### config.mk
export PLATFORM = sky130hd
export DESIGN_NAME = scr1_tcm_dport_ctrl
export DESIGN_NICKNAME = d
export VERILOG_FILES = /design/src/rtl/scr1_tcm_dport_ctrl.sv
export SDC_FILE = /design/constraint.sdc
export NUM_CORES = 1
export LEC_CHECK = 0
export BUFFER_PORTS_ARGS = -buffer_cell sky130_fd_sc_hd__buf_2
export CAP_MARGIN = 20
export CELL_PAD_IN_SITES_DETAIL_PLACEMENT = 0
export CELL_PAD_IN_SITES_GLOBAL_PLACEMENT = 1
export CORE_MARGIN = 5
export CORE_UTILIZATION = 31
export CTS_BUF_LIST = sky130_fd_sc_hd__clkbuf_4 sky130_fd_sc_hd__clkbuf_8 sky130_fd_sc_hd__clkbuf_16
export CTS_CLUSTER_DIAMETER = 50
export DETAILED_ROUTE_END_ITERATION = 8
export PLACE_DENSITY_LB_ADDON = 0.1
export SLEW_MARGIN = 10
export SYNTH_ARGS = -nofsm -noshare
export SYNTH_HDL_FRONTEND = slang
export SYNTH_SLANG_ARGS = --single-unit
### constraint.sdc
create_clock -name clk -period 5.8 [get_ports clk]
set_input_delay 0.29 -clock clk [delete_from_list [all_inputs] [get_ports clk]]
set_output_delay 0.29 -clock clk [all_outputs]
set_load 0.02 [all_outputs]
### src/rtl/scr1_tcm_dport_ctrl.sv
// TCM port B data-side front-end: validates dmem accesses, drives byte-lane writes,
// aligns registered read data, and latches the first faulting address.
`timescale 1ns/1ps

module scr1_tcm_dport_ctrl #(
  parameter int          SCR1_WIDTH  = 32,
  parameter int unsigned SCR1_SIZE   = 32'h00010000,
  parameter int          SCR1_NBYTES = SCR1_WIDTH / 8,
  parameter int          AW          = $clog2(SCR1_SIZE)
) (
  input  logic                   clk,
  input  logic                   rst,
  input  logic                   dmem_req,
  input  logic                   dmem_cmd,
  input  logic [1:0]             dmem_width,
  input  logic [31:0]            dmem_addr,
  input  logic [SCR1_WIDTH-1:0]  dmem_wdata,
  output logic                   dmem_req_ack,
  output logic [SCR1_WIDTH-1:0]  dmem_rdata,
  output logic [1:0]             dmem_resp,
  output logic                   renb,
  output logic                   wenb,
  output logic [SCR1_NBYTES-1:0] webb,
  output logic [AW-3:0]          addrb,
  output logic [SCR1_WIDTH-1:0]  datab,
  input  logic [SCR1_WIDTH-1:0]  qb,
  output logic                   err_valid,
  output logic [31:0]            err_addr,
  input  logic                   err_clr
);

  localparam logic [1:0] RESP_IDLE = 2'd0;
  localparam logic [1:0] RESP_RDY  = 2'd1;
  localparam logic [1:0] RESP_ER   = 2'd2;

  localparam logic [1:0] W_BYTE = 2'd0;
  localparam logic [1:0] W_HALF = 2'd1;
  localparam logic [1:0] W_WORD = 2'd2;

  logic                  accept;
  logic                  misaligned;
  logic                  out_of_range;
  logic                  fault;
  logic                  legal;
  logic [1:0]            off;

  logic [1:0]            resp_q;
  logic                  rd_q;
  logic [1:0]            off_q;
  logic [1:0]            width_q;
  logic [SCR1_WIDTH-1:0] shifted;

  assign accept       = dmem_req & ~rst;
  assign dmem_req_ack = accept;
  assign off          = dmem_addr[1:0];

  always_comb begin
    misaligned = 1'b0;
    case (dmem_width)
      W_HALF:  misaligned = off[0];
      W_WORD:  misaligned = (off != 2'b00);
      default: misaligned = 1'b0;
    endcase
  end

  // Any address bit at or above AW lies outside the TCM window.
  assign out_of_range = (dmem_addr >> AW) != '0;
  assign fault        = accept & ((dmem_width == 2'b11) | misaligned | out_of_range);
  assign legal        = accept & ~fault;

  assign renb  = legal & ~dmem_cmd;
  assign wenb  = legal & dmem_cmd;
  assign addrb = legal ? dmem_addr[AW-1:2] : '0;

  always_comb begin
    webb  = '0;
    datab = '0;
    if (wenb) begin
      case (dmem_width)
        W_BYTE: begin
          webb  = 4'b0001 << off;
          datab = {4{dmem_wdata[7:0]}};
        end
        W_HALF: begin
          webb  = 4'b0011 << off;
          datab = {2{dmem_wdata[15:0]}};
        end
        default: begin
          webb  = '1;
          datab = dmem_wdata;
        end
      endcase
    end
  end

  always_ff @(posedge clk or posedge rst) begin
    if (rst) begin
      resp_q  <= RESP_IDLE;
      rd_q    <= 1'b0;
      off_q   <= '0;
      width_q <= '0;
    end else begin
      resp_q <= accept ? (fault ? RESP_ER : RESP_RDY) : RESP_IDLE;
      rd_q   <= renb;
      if (renb) begin
        off_q   <= off;
        width_q <= dmem_width;
      end
    end
  end

  always_ff @(posedge clk or posedge rst) begin
    if (rst) begin
      err_valid <= 1'b0;
      err_addr  <= '0;
    end else if (err_clr) begin
      err_valid <= 1'b0;
      err_addr  <= '0;
    end else if (fault && !err_valid) begin
      err_valid <= 1'b1;
      err_addr  <= dmem_addr;
    end
  end

  // qb arrives in the response cycle, so alignment is combinational on the registered offset.
  assign shifted = qb >> {off_q, 3'b000};

  always_comb begin
    dmem_rdata = '0;
    if (rd_q) begin
      case (width_q)
        W_BYTE:  dmem_rdata = {24'h0, shifted[7:0]};
        W_HALF:  dmem_rdata = {16'h0, shifted[15:0]};
        default: dmem_rdata = shifted;
      endcase
    end
  end

  assign dmem_resp = resp_q;

endmodule

==> impl_metrics.py <==
metrics = {
    "placement": {
        "post-place-ws_ps": 2340,
        "dp_hpwl_mm": 8.71,
        "gp_routability_congestion": 0.795,
        "numPortBuffers": 222,
    },
    "die": {
        "fp.dieH_um": 113,
        "die-width_um": 113,
        "die_area_um2": 12800,
        "core-area_um2": 10300,
        "effective_utilization_at_floorplan": 0.319,
        "number_of_top_level_design_ports": 223,
        "row_count": 37,
    },
    "routing": {
        "drc_viols": 0,
        "vias": 3464,
        "route.detailed.wl_per_inst_um": 15.6,
        "dr.first_iter.drc_count": 135,
        "route.final.wire_length_mm": 11.3,
        "vias_per_cell": 4.78,
        "antenna_violating_nets_post_route": 0,
        "detail_route.first_pass.iterations": 4,
    },
    "global_route": {
        "grt_antenna_before_repair": 0,
        "grt_overflow": 0,
        "grt_max_degree": 66,
        "grt_use_total": 0.170,
        "grt_first_pass_wirelength_mm": 17.9,
        "first_global_vias": 3592,
    },
    "synth": {
        "netlist.top_cell.by_area": "dfrtp_1",
        "post_synth_inst_count": 387,
        "yosys.cell_types.count": 36,
        "area_share_of_the_largest_cell_type_after_synthesis": 0.304,
        "postSynth.topFlopCell": "dfrtp_1",
        "synth_enable_flop_cells": 0,
        "yosys-top-cells-count": "nand2b_1, nor2_1, mux2i_1, dfrtp_1, nand2_1",
        "yosys_warnings": 0,
        "avgSynthCellArea_um2": 8.50,
        "post-synth-top-count-cell": "nand2b_1",
        "synth-seq-area-share": 0.304,
        "synth.top_cells.by_area": "dfrtp_1, mux2i_1, nand2b_1, nor2_1, and2_1",
        "proportion_of_register_bits_with_asynchronous_set_or_reset_after_synthesis": 1.00,
        "synth_seq_cells": 40,
        "cell_area_synth_um2": 3290,
        "synthesized_nets": 495,
    },
    "clocking": {
        "cts-resized-gates": 0,
        "worstSkewPairLatency_ps": 290,
        "cts-htree-levels": 2,
        "cts_buffers": 5,
        "clock-root-buffer": "clkbuf_8",
        "cts.path.max_buffers": 2,
        "cts.repair_timing.setup_buffer_count": 0,
        "post_cts_hold_buffer_count": 0,
        "clkSlewWorstSetupHoldPaths_ps": 80,
        "tritoncts": "yes",
        "sinks_on_clock_net": 40,
    },
    "cells_and_area": {
        "final_core_utilization": 0.438,
        "final_layout_size_suffix_gt1_frac": 0.427,
        "antenna_cells": 0,
        "num-nets-final": 696,
        "area_growth_pct": 37.3,
    },
    "sta": {
        "whs_ps": 169,
        "setup_ws_ps": 2760,
        "fin_crit_sh": 0.524,
        "worst_clock_skew_ps": 5.16,
        "finalSetupViolCount": 0,
        "finalMaxSlewViolations": 0,
        "relSlewSlack": 0.417,
        "hold_violations": 0,
        "achievable-frequency_ghz": 0.329,
        "setup-tns-final_ps": 0,
        "minimum_clock_period_after_layout_ps": 3040,
        "worst_slew_pin_slew_ps": 873,
        "grt_setup_unrepaired": "no",
    },
    "critical_path": {
        "critical_path_peak_fanout": 41,
        "classification_of_the_worst_setup_path": "input port to output pin",
        "worstSetupStartpointType": "input port",
        "worst_ep_required_time_ps": 5510,
        "critPathArrivalTime_ps": 2750,
        "ff2ff_path_depth": 5,
        "timing.critical_path.to_type": "output pin",
    },
    "run_status": {
        "run_status": "finished clean",
    },
    "power": {
        "power.ir.vdd_worst_uv": 77.4,
        "cellLeakagePower_nw": 2.54,
        "pwr_density_cell_nw_per_um2": 140,
    },
    "hold_path": {
        "hp-class": "input port to async pin",
    },
    "flow_run": {
        "max_cap_violations": 0,
    },
}
[worst paths after layout]
path	from	to	slack, ps
max	rst	datab[9]	2760
min	rst	err_addr[12]	170
max reg2reg	err_valid	err_addr[12]	4090
min reg2reg	width_q[0]	width_q[0]	520
max in group asynchronous	rst	err_addr[31]	5070
min in group clk	dmem_addr[10]	err_addr[10]	250
[critical path, cell delays in order]
cell and delay (ps):
buf_2 100, inv_2 620, nand2_1 350, inv_1 190
and2_1 140, nand3_1 310, buf_8 290, a211oi_1 220
buf_2 210
[per-layer routing]
layer	vias to the layer above	GRT usage	wire length (µm)
li1	1721	-	-
met3	9	0.0508	860
met1	1602	0.210	4810
met4	0	0.0216	59
met5	-	0	0
met2	132	0.302	5550
[placed cells by master, fill, tap and decap left out, types with 5 or more instances in the layout]
master      n
mux2_2     12
inv_1       6
a21oi_1    20
nor2_1     47
o211a_1     8
buf_2     222
and3_1      9
clkbuf_8    5
nand2b_1   62
dfrtp_1    40
and2_1     23
mux2i_1    46
a211oi_1   16
a22oi_1     8
nand2_1    27
ha_1        5
[cell type report]
type	count	area (µm²)
clock buffer	5	68.8
clock inverter	2	12.5
fill	1088	5810
inverter	7	26.3
multi-input combinational	309	2100
sequential	40	1000
tap	136	170
timing repair buffer	225	1140
[power breakdown]
part | switching [mW] | internal [mW] | leakage, nW | total (mW)
registers | 0.00594 | 0.290 | 0.546 | 0.296
clock network | 0.0974 | 0.0815 | 0.0400 | 0.179
logic | 0.0921 | 0.0668 | 1.96 | 0.159
[per-stage QoR]
stage	instance area, µm²	total power, mW	std cells
3_3_place_gp	4420	0.460	716
6_report	4520	0.634	724
3_5_place_dp	4420	0.462	716
2_1_floorplan	3290	0.393	387
5_1_grt	4520	0.674	724
4_1_cts	4500	0.643	723
[sequential cells by signal (all words and copies together) (netlist names)]
signal / flops
dmem_resp: 2
err_addr: 32
err_valid: 1
off_q: 2
rd_q: 1
width_q: 2
[logic make-up after synthesis]
logic type	synth area share
adder cells (fa/ha/maj)	0.0190
buffers and inverters	0.0601
multiplexers	0.181
AND/OR/NAND/NOR	0.303
flip-flops	0.304
AO/OA/AOI/OAI	0.132
No activity file was read; power rests on OpenSTA's default activity.
